### src/rtl/noc_pkg.sv
// Shared definitions for the NoC traffic endpoint: flit types, type-field
// position helpers, error codes and FSM state encodings.
package noc_pkg;

    // Two-bit flit type carried in the top bits of every flit
    typedef enum logic [1:0] {
        FLIT_ILLEGAL = 2'b00,
        FLIT_HEAD    = 2'b01,
        FLIT_BODY    = 2'b10,
        FLIT_TAIL    = 2'b11
    } flit_type_e;

    localparam int FLIT_TYPE_WIDTH = 2;

    // Bit positions of the type field for a given flit width
    function automatic int flit_type_hi(input int data_width);
        return data_width - 1;
    endfunction

    function automatic int flit_type_lo(input int data_width);
        return data_width - FLIT_TYPE_WIDTH;
    endfunction

    // Error codes reported by the ejection checker (first error wins)
    localparam logic [2:0] ERR_NONE        = 3'd0;
    localparam logic [2:0] ERR_NO_HEAD     = 3'd1;
    localparam logic [2:0] ERR_HEAD_IN_PKT = 3'd2;
    localparam logic [2:0] ERR_DEST        = 3'd3;
    localparam logic [2:0] ERR_PAYLOAD     = 3'd4;
    localparam logic [2:0] ERR_ILLEGAL     = 3'd5;

    // Injection FSM states
    typedef enum logic [1:0] {
        IDLE,
        HEAD,
        BODY,
        GAP
    } tx_state_e;

    // Ejection checker states
    typedef enum logic {
        R_IDLE,
        R_PKT
    } rx_state_e;

endpackage

### src/rtl/noc_rx_checker.sv
// Ejection-side checker: follows head/body/tail sequencing, checks the
// destination and payload index, counts flits and packets, and latches the
// first error seen.
module noc_rx_checker
    import noc_pkg::*;
#(
    parameter int DATA_WIDTH   = 32,
    parameter int ADDR_WIDTH   = 4,
    parameter int NODE_ID      = 0,
    parameter int PAYLOAD_BASE = 16
) (
    input  logic                  clk,
    input  logic                  rst,
    input  logic [DATA_WIDTH-1:0] rx_data,
    input  logic                  accept,
    output logic [15:0]           rx_pkt_count,
    output logic [15:0]           rx_flit_count,
    output logic                  err_flag,
    output logic [2:0]            err_code
);

    localparam int TYPE_HI = flit_type_hi(DATA_WIDTH);
    localparam int TYPE_LO = flit_type_lo(DATA_WIDTH);

    rx_state_e   state, state_n;
    logic [15:0] exp_idx, exp_idx_n;
    logic        err_hit;
    logic [2:0]  err_val;
    logic        pkt_inc;
    flit_type_e  ftype;
    logic        dest_ok;
    logic        payload_ok;
    logic        unused_bits;

    assign ftype       = flit_type_e'(rx_data[TYPE_HI:TYPE_LO]);
    assign dest_ok     = (rx_data[ADDR_WIDTH-1:0] == ADDR_WIDTH'(NODE_ID));
    assign payload_ok  = (rx_data[15:0] == (16'(PAYLOAD_BASE) + exp_idx));
    assign unused_bits = ^rx_data[TYPE_LO-1:16];

    // Next-state, expected index and error detection for one accepted flit
    always_comb begin
        state_n   = state;
        exp_idx_n = exp_idx;
        err_hit   = 1'b0;
        err_val   = ERR_NONE;
        pkt_inc   = 1'b0;
        if (accept) begin
            case (ftype)
                FLIT_HEAD: begin
                    if (state == R_PKT) begin
                        err_hit = 1'b1;
                        err_val = ERR_HEAD_IN_PKT;
                    end else if (!dest_ok) begin
                        err_hit = 1'b1;
                        err_val = ERR_DEST;
                    end
                    state_n   = R_PKT;
                    exp_idx_n = 16'd2;
                end
                FLIT_BODY, FLIT_TAIL: begin
                    if (state == R_IDLE) begin
                        err_hit = 1'b1;
                        err_val = ERR_NO_HEAD;
                    end else begin
                        if (ftype == FLIT_TAIL) begin
                            pkt_inc = 1'b1;
                        end
                        if (!payload_ok) begin
                            err_hit = 1'b1;
                            err_val = ERR_PAYLOAD;
                            state_n = R_IDLE;
                        end else if (ftype == FLIT_TAIL) begin
                            state_n = R_IDLE;
                        end else begin
                            exp_idx_n = exp_idx + 16'd1;
                        end
                    end
                end
                default: begin
                    err_hit = 1'b1;
                    err_val = ERR_ILLEGAL;
                    state_n = R_IDLE;
                end
            endcase
        end
    end

    // Checker state, counters and sticky first-error capture
    always_ff @(posedge clk or negedge rst) begin
        if (!rst) begin
            state         <= R_IDLE;
            exp_idx       <= '0;
            rx_pkt_count  <= '0;
            rx_flit_count <= '0;
            err_flag      <= 1'b0;
            err_code      <= ERR_NONE;
        end else begin
            state   <= state_n;
            exp_idx <= exp_idx_n;
            if (accept) begin
                rx_flit_count <= rx_flit_count + 16'd1;
            end
            if (pkt_inc) begin
                rx_pkt_count <= rx_pkt_count + 16'd1;
            end
            if (err_hit && !err_flag) begin
                err_flag <= 1'b1;
                err_code <= err_val;
            end
        end
    end

endmodule

### src/rtl/noc_traffic_node.sv
// Traffic endpoint for one mesh node: injects a configurable burst of
// packets into the router local port and checks traffic ejected from it.
module noc_traffic_node
    import noc_pkg::*;
#(
    parameter int DATA_WIDTH   = 32,
    parameter int ADDR_WIDTH   = 4,
    parameter int NODE_ID      = 0,
    parameter int LEN_WIDTH    = 5,
    parameter int PAYLOAD_BASE = 16
) (
    input  logic                  clk,
    input  logic                  rst,
    input  logic                  start,
    input  logic [ADDR_WIDTH-1:0] cfg_dest,
    input  logic [LEN_WIDTH-1:0]  cfg_len,
    input  logic [15:0]           cfg_num_pkts,
    input  logic [7:0]            cfg_gap,
    output logic [DATA_WIDTH-1:0] tx_data,
    output logic                  tx_valid,
    input  logic                  tx_ready,
    input  logic [DATA_WIDTH-1:0] rx_data,
    input  logic                  rx_valid,
    output logic                  rx_ready,
    input  logic                  sink_stall,
    output logic                  busy,
    output logic                  done,
    output logic [15:0]           tx_pkt_count,
    output logic [15:0]           rx_pkt_count,
    output logic [15:0]           rx_flit_count,
    output logic                  err_flag,
    output logic [2:0]            err_code
);

    localparam int TYPE_HI = flit_type_hi(DATA_WIDTH);
    localparam int TYPE_LO = flit_type_lo(DATA_WIDTH);

    tx_state_e             state, state_n;
    logic                  tx_valid_n;
    logic [DATA_WIDTH-1:0] tx_data_n;
    logic [LEN_WIDTH-1:0]  idx, idx_n;
    logic [LEN_WIDTH-1:0]  len_q, len_n;
    logic [ADDR_WIDTH-1:0] dest_q, dest_n;
    logic [7:0]            gap_q, gap_n;
    logic [7:0]            gap_cnt, gap_cnt_n;
    logic [15:0]           pkts_left, pkts_left_n;
    logic [15:0]           tx_pkt_count_n;
    logic [7:0]            seq, seq_n;
    logic                  done_n;
    logic                  tx_fire;
    logic                  rx_accept;

    assign tx_fire   = tx_valid && tx_ready;
    assign busy      = (state != IDLE);
    assign rx_ready  = ~sink_stall;
    assign rx_accept = rx_valid && rx_ready;

    function automatic logic [DATA_WIDTH-1:0] head_flit(input logic [ADDR_WIDTH-1:0] dest);
        logic [DATA_WIDTH-1:0] f;
        f = '0;
        f[TYPE_HI:TYPE_LO] = FLIT_HEAD;
        f[2*ADDR_WIDTH-1:ADDR_WIDTH] = ADDR_WIDTH'(NODE_ID);
        f[ADDR_WIDTH-1:0] = dest;
        return f;
    endfunction

    function automatic logic [DATA_WIDTH-1:0] body_flit(input logic [LEN_WIDTH-1:0] i,
                                                         input logic last,
                                                         input logic [7:0] s);
        logic [DATA_WIDTH-1:0] f;
        f = '0;
        f[TYPE_HI:TYPE_LO] = last ? FLIT_TAIL : FLIT_BODY;
        f[23:16] = s;
        f[15:0]  = 16'(PAYLOAD_BASE) + 16'(i);
        return f;
    endfunction

    // Injection FSM: next state and next registered flit/valid
    always_comb begin
        state_n        = state;
        tx_valid_n     = tx_valid;
        tx_data_n      = tx_data;
        idx_n          = idx;
        len_n          = len_q;
        dest_n         = dest_q;
        gap_n          = gap_q;
        gap_cnt_n      = gap_cnt;
        pkts_left_n    = pkts_left;
        tx_pkt_count_n = tx_pkt_count;
        seq_n          = seq;
        done_n         = 1'b0;
        case (state)
            IDLE: begin
                if (start) begin
                    if (cfg_num_pkts == 16'd0) begin
                        done_n = 1'b1;
                    end else begin
                        len_n       = (cfg_len < LEN_WIDTH'(2)) ? LEN_WIDTH'(2) : cfg_len;
                        dest_n      = cfg_dest;
                        gap_n       = cfg_gap;
                        pkts_left_n = cfg_num_pkts;
                        seq_n       = 8'd0;
                        state_n     = HEAD;
                        tx_valid_n  = 1'b1;
                        tx_data_n   = head_flit(cfg_dest);
                    end
                end
            end
            HEAD: begin
                if (tx_fire) begin
                    idx_n     = LEN_WIDTH'(2);
                    tx_data_n = body_flit(LEN_WIDTH'(2), (len_q == LEN_WIDTH'(2)), seq);
                    state_n   = BODY;
                end
            end
            BODY: begin
                if (tx_fire) begin
                    if (idx == len_q) begin
                        tx_pkt_count_n = tx_pkt_count + 16'd1;
                        pkts_left_n    = pkts_left - 16'd1;
                        seq_n          = seq + 8'd1;
                        if (pkts_left == 16'd1) begin
                            state_n    = IDLE;
                            tx_valid_n = 1'b0;
                            tx_data_n  = '0;
                            done_n     = 1'b1;
                        end else if (gap_q == 8'd0) begin
                            state_n   = HEAD;
                            tx_data_n = head_flit(dest_q);
                        end else begin
                            state_n    = GAP;
                            tx_valid_n = 1'b0;
                            tx_data_n  = '0;
                            gap_cnt_n  = gap_q;
                        end
                    end else begin
                        idx_n     = idx + LEN_WIDTH'(1);
                        tx_data_n = body_flit(idx + LEN_WIDTH'(1), (idx + LEN_WIDTH'(1) == len_q), seq);
                    end
                end
            end
            GAP: begin
                if (gap_cnt <= 8'd1) begin
                    state_n    = HEAD;
                    tx_valid_n = 1'b1;
                    tx_data_n  = head_flit(dest_q);
                end else begin
                    gap_cnt_n = gap_cnt - 8'd1;
                end
            end
            default: begin
                state_n    = IDLE;
                tx_valid_n = 1'b0;
                tx_data_n  = '0;
            end
        endcase
    end

    // Injection FSM state and registered outputs
    always_ff @(posedge clk or negedge rst) begin
        if (!rst) begin
            state        <= IDLE;
            tx_valid     <= 1'b0;
            tx_data      <= '0;
            idx          <= '0;
            len_q        <= '0;
            dest_q       <= '0;
            gap_q        <= '0;
            gap_cnt      <= '0;
            pkts_left    <= '0;
            tx_pkt_count <= '0;
            seq          <= '0;
            done         <= 1'b0;
        end else begin
            state        <= state_n;
            tx_valid     <= tx_valid_n;
            tx_data      <= tx_data_n;
            idx          <= idx_n;
            len_q        <= len_n;
            dest_q       <= dest_n;
            gap_q        <= gap_n;
            gap_cnt      <= gap_cnt_n;
            pkts_left    <= pkts_left_n;
            tx_pkt_count <= tx_pkt_count_n;
            seq          <= seq_n;
            done         <= done_n;
        end
    end

    noc_rx_checker #(
        .DATA_WIDTH   (DATA_WIDTH),
        .ADDR_WIDTH   (ADDR_WIDTH),
        .NODE_ID      (NODE_ID),
        .PAYLOAD_BASE (PAYLOAD_BASE)
    ) u_rx_checker (
        .clk           (clk),
        .rst           (rst),
        .rx_data       (rx_data),
        .accept        (rx_accept),
        .rx_pkt_count  (rx_pkt_count),
        .rx_flit_count (rx_flit_count),
        .err_flag      (err_flag),
        .err_code      (err_code)
    );

endmodule

### config.mk
export PLATFORM = sky130hd
export DESIGN_NAME = noc_traffic_node
export DESIGN_NICKNAME = d
export VERILOG_FILES = /design/src/rtl/noc_pkg.sv /design/src/rtl/noc_rx_checker.sv /design/src/rtl/noc_traffic_node.sv
export SDC_FILE = /design/constraint.sdc
export NUM_CORES = 1
export LEC_CHECK = 0
export CAP_MARGIN = 20
export CORE_ASPECT_RATIO = 1.1
export CORE_UTILIZATION = 56
export DETAILED_ROUTE_END_ITERATION = 8
export GPL_TIMING_DRIVEN = 0
export PLACE_DENSITY = 0.86
export SLEW_MARGIN = 20
export SYNTH_ARGS = -nofsm -noshare
export SYNTH_HDL_FRONTEND = slang
export SYNTH_SLANG_ARGS = --single-unit
export TNS_END_PERCENT = 10
### constraint.sdc
create_clock -name clk -period 5.1 [get_ports clk]
set_clock_uncertainty 0.1 [all_clocks]
set_input_delay 1.275 -clock clk [delete_from_list [all_inputs] [get_ports clk]]
set_output_delay 1.275 -clock clk [all_outputs]
set_load 0.005 [all_outputs]
======== After elaboration in Yosys (flattened, before gate mapping) ========
Cells that the tools add are included.
word-level totals
  bits in registers ....................... 159
  word-level logic and storage cells ...... 160
  bits of input ports ..................... 71
cells by class
  add/sub/neg operators ................... 10
  multiplexer cells ....................... 79
  order comparisons ....................... 2
  reductions and logical operators ........ 24
  equality and inequality tests ........... 25
  bitwise gates (word level) .............. 2
operators with widths
  kind                     number
  $mux W32                 6
  $pmux W32 S4             1
  $mux W16                 7
  $mux W8                  9
  $add A16 B1 Y16 const B  4
  $pmux W16 S2             2
  $mux W31                 2
  $pmux W8 S2              2
  $mux W1                  26
  $ne A2 B2 Y1 const B     11
  $mux W5                  4
  $mux W2                  9
  $add A5 B16 Y16 const A  1
  $eq A16 B1 Y1 const B    1
  $eq A16 B16 Y1           1
  $logic_not A16 Y1        1
  $sub A16 B1 Y16 const B  1
  $reduce_and A5 Y1        3
  $mux W3                  4
  $reduce_and A6 Y1        2
  $eq A5 B5 Y1             2
  $pmux W5 S2              1
  $reduce_bool A2 Y1       5
  $add A8 B1 Y8 const B    1
  other kinds (25)         36

======== Logic depth before layout (Yosys ltp) ========
  word-level depth ........................ 7
  mapped depth ............................ 9

======== Cells and area by module ========
Synthesis repeated with hierarchy kept, for this count alone.
second synthesis, totals
  cells, all modules ...................... 887
  area total of the unflattened synthesis .. 8,410.6 µm²
by module, submodules not included
  module            cells an instance  times used  area an instance (µm²)
  noc_traffic_node  573                1           5,326.4
  noc_rx_checker    314                1           3,084.2

======== Least setup slack after synthesis ========
Ideal clock, no wire load.
  path type ............................... input to register
  start point ............................. input rx_data[10]
  end point ............................... register u_rx_checker.exp_idx[12]
  data arrival time ....................... 3,095 ps
  slack ................................... 1,787 ps
  stages .................................. 7
  setup time .............................. 119 ps
  data required time ...................... 4,881 ps
  cell sequence ........................... xor2_1 > a311oi_1 > a31oi_1 > a211oi_1 > nand4_1 > o21a_1 > o21a_1
between the ends
  longest elaborated chain between the ends .. 3
ends and longest elaborated chain
  element                             line                    source
  start: declaration                  noc_traffic_node.sv:22  input logic [DATA_WIDTH-1:0] rx_data,
  $eq A16 B16 Y1                      noc_rx_checker.sv:37    assign payload_ok = (rx_data[15:0] == (16'(PAYLOAD_BASE) + exp_idx));
  $ne A2 B1 Y1 (no source line)       n/a
  $reduce_and A5 Y1 (no source line)  n/a
  end signal: assignment              noc_rx_checker.sv:99    exp_idx <= exp_idx_n;
  end: declaration                    noc_rx_checker.sv:26    logic [15:0] exp_idx, exp_idx_n;
Every way passes these cells.
A chain may end at the register's enable or synchronous reset.

======== Final worst setup path ========
  start point ............................. input rx_data[31]
  end point ............................... register u_rx_checker.exp_idx[12]
between the ends
  longest elaborated chain between the ends .. 4
  elaborated cells between the ends (all ways) .. 10
  classes of those cells .................. eq/ne (6); mux (1); reduce/logical (3)
ends and longest elaborated chain
  element                                                line                                        source
  $eq A2 B2 Y1 (on tied branches)                        noc_rx_checker.sv:48, noc_rx_checker.sv:72
  $reduce_or A2 Y1                                       noc_rx_checker.sv:48                        case (ftype)
  $ne A2 B1 Y1 (no source line) (tied with other cells)  n/a
  $reduce_and A5 Y1 (no source line)                     n/a
Several ways; a longest one is shown, not always the timed one.

==> impl_metrics.yaml <==
timing:
  whs_ns: 0.3712
  fin_crit_ns: 3.877
  rsz0062_at_grt: "no"
  tns_ns: 0
  relSlewSlack_pct: 35.87
  hold_viol_final: 0
  max_freq_mhz: 258.0
  tightest_slew_ns: 0.9561
  setup_violations: 0
  fin_crit_sh_pct: 76.01
  finalMaxSlewViolations: 0
cts:
  cts_made_buffers: 17
  cts_tree: "done"
  worstSkewPairLatency_ns: 0.42
  ctsResizeCount: 0
  cts_root_buf: "clkbuf_16"
  cts_sinks: 143
  cts_max_path_buffers: 2
  h-tree-depth: 4
  hold_buffers: 0
  path_clk_slew_ns: 0.06
  cts_setup_buffers: 0
synth:
  synth.cell_area_sq_mm: 0.007816
  synthArstFlopShare_pct: 100.0
  synth_compound_area_share_pct: 13.22
  synth_ff_type: "dfrtp_1"
  seq_area_frac_synth_pct: 45.78
  synth.area.mux_share_pct: 1.313
  synth_cells: 856
  netlist_top_cells_area: "dfrtp_1, nand2_1, xnor2_1"
  yosysTopAreaCellShare_pct: 45.78
  synth_top_family_by_area: "simple AND/OR/NAND/NOR gates"
  ys_ff_latch: 143
  synth_edf_count: 0
  synth_xor_xnor_area_share_pct: 9.413
  synth_fa_ha_area_share_pct: 3.362
  synthSimpleGateAreaFrac_pct: 22.39
  ys_warn_count: 0
  avgSynthCellArea_sq_um: 9.131
  ys_types: 65
  synth_largest_area_cell: "dfrtp_1"
cells_and_area:
  final_area_sq_mm: 0.01002
  final.fill_count: 965
  multiInputGateArea_sq_mm: 0.003945
  instances_no_fill: 1216
  regArea_sq_mm: 0.003578
  nNetsFinal: 1111
  area_delta_synth_final_pct: 28.17
  diodes: 0
  drive_gt1_share_pct: 7.171
routing:
  wirelength_microns: 19140
  ant_nets: 0
  drcViolationCount: 0
  firstDrtPassIters: 5
  drt-initial-drc-count: 514
  avgViaCountPerCell: 5.717
  wl_per_cell_microns: 15.74
  dr_total_vias: 6952
global_route:
  grt_first_pass_wirelength_microns: 32420
  antenna_found_initial: 0
  grt_remaining_overflow: 0
  grt_use_total_pct: 28.30
  grt_pass1_vias: 6889
  grt_start_max_net_pins: 73
floorplan:
  die_h_microns: 125.9
  start_util_pct: 58.19
  dieArea_sq_mm: 0.01444
  core_area_sq_mm: 0.01343
  io_pins: 159
  rows: 44
  fp.dieW_microns: 114.6
setup_path:
  path_buf_inv: 2
  worst_path_max_delay_cell: "a211oi_1"
  crit_family: "compound AO/OA/AOI/OAI gates"
  critical_path_class: "input pin to register"
  end_kind: "register"
  path_cells: "clkdlybuf4s50_1 > inv_1 > ha_1 > nand3_1 > a211oi_1 > nand4_1 > o21a_1 > o21a_1"
  arrival_ns: 4.09
  required_ns: 5.31
  max_stage_delay_ns: 0.77
  cp_common_cell: "o21a_1"
  critPathLaunchType: "input pin"
  critPathMaxFanout: 7
  r2r_slack_ns: 1.71
placement:
  dp_hpwl_microns: 13560
  port_buffers: 128
  gp_congestion: 0.9206
  dpl_cell_area_sq_mm: 0.009417
  dp.cells: 1184
pwr:
  vdd_drop_max_v: 0.0002174
  p_per_area_mw_per_mm2: 435.0
  power_w: 0.004358
  leakagePower_nw: 4.355
status:
  status: "finished, final reports clean"
min_path:
  hold_path.class: "register to register"
run:
  drv_cap: 0
-- power by group --
group | switching (W) | total (W) | internal, W
logic | 0.000823 | 0.00144 | 0.000617
registers | 0.000280 | 0.00167 | 0.00139
clock network | 0.000487 | 0.00125 | 0.000760
-- through the flow --
step                setup WS (ns)  utilization (%)
floorplan                   1.787                -
global placement           -2.972            69.86
global route                1.103            74.58
CTS                         1.283            74.58
detailed placement         0.8737            70.10
finish                      1.223            74.58
-- area by class of cell --
class | instances | share of cell area, %
clock inverters | 12 | 1.349
plain buffers | 45 | 2.585
clock buffers | 20 | 4.658
repair buffers | 129 | 13.11
flip-flops and latches | 143 | 35.72
well taps | 184 | 2.298
inverters | 24 | 0.8992
multi-input cells | 659 | 39.38
-- final timing paths --
kind	startpoint	end	depth (start not counted)
worst max-delay path	rx_data[31]	u_rx_checker.exp_idx[12]	8
worst min-delay path	tx_data[5]	tx_data[5]	2
worst max register to register	u_rx_checker.exp_idx[4]	u_rx_checker.exp_idx[12]	8
worst min register to register	tx_data[5]	tx_data[5]	2
max in group asynchronous	rst	u_rx_checker.rx_flit_count[15]	2
min in group asynchronous	rst	tx_data[3]	1
-- tightest hold or removal path: stages (launching register included) --
cell	delay (ns)
dfrtp_1	0.34
nand2_1	0.05
nand2_1	0.05
-- cells in the mapped netlist (all sizes together) (6+ instances only) --
| cell type | number |
|---|---|
| nor3 | 21 |
| xor2 | 36 |
| o22ai | 14 |
| a21oi | 37 |
| inv | 23 |
| ha | 21 |
| buf | 20 |
| o21ai | 53 |
| a311oi | 6 |
| nand2 | 139 |
| o21a | 6 |
| nor4 | 12 |
| xnor2 | 48 |
| mux2i | 8 |
| a31oi | 9 |
| or3 | 7 |
| dfrtp | 143 |
| and3 | 20 |
| and2 | 6 |
| nand3 | 44 |
| clkbuf | 25 |
| nand4 | 25 |
| nor2b | 6 |
| nor2 | 61 |
-- layout by cell type (no fill, tap or decap), types with 4 or more instances in the layout --
cell type / netlist / routed
a211oi_1: 4 / 4
a21oi_1: 37 / 37
a311oi_1: 5 / 5
a31oi_1: 9 / 9
and2_1: 6 / 6
and3_1: 18 / 18
buf_4: 17 / 17
clkbuf_1: 24 / 24
clkbuf_16: 0 / 17
clkbuf_8: 1 / 4
clkdlybuf4s50_1: 0 / 127
clkinvlp_4: 0 / 4
conb_1: 1 / 16
dfrtp_1: 143 / 143
ha_1: 21 / 21
inv_1: 23 / 23
mux2i_1: 8 / 8
nand2_1: 138 / 138
nand3_1: 44 / 44
nand3b_1: 4 / 4
nand4_1: 25 / 25
nor2_1: 61 / 61
nor2b_1: 6 / 6
nor3_1: 21 / 21
nor3b_1: 4 / 4
nor4_1: 12 / 12
o211ai_1: 4 / 4
o21a_1: 6 / 6
o21ai_0: 52 / 52
o22ai_1: 14 / 14
o31ai_1: 5 / 5
or3_1: 4 / 4
or4_1: 4 / 4
xnor2_1: 48 / 48
xor2_1: 36 / 36
-- routing by layer --
layer	track usage (%)	up-vias	part of all wire, %
met5	0	-	0
met4	12.07	0	2.9
met3	6.064	49	5.7
met2	47.56	261	50
met1	35.13	3310	42
li1	-	3332	-
-- kinds of logic (layout without fill, tap and decap cells) --
family,after synthesis,after routing
buffers and inverters,69,230
xor gates and xnor gates,84,84
other,1,16
muxes,10,10
adders and majority gates,21,21
and+or+nand+nor,365,365
DFF,143,143
AOI/OAI and AO/OA,163,163
-- flip-flops by register name (all words and copies together) (netlist names) --
name and cells:
len_q 5, pkts_left 16, u_rx_checker.exp_idx 16, u_rx_checker.err_code 3, gap_cnt 8, state 2
idx 5, u_rx_checker.err_flag 1, tx_data 16, tx_pkt_count 16, done 1, gap_q 8
u_rx_checker.rx_pkt_count 16, seq 8, dest_q 4, u_rx_checker.state 1, u_rx_checker.rx_flit_count 16, tx_valid 1
(Power assumes the default switching activity.)
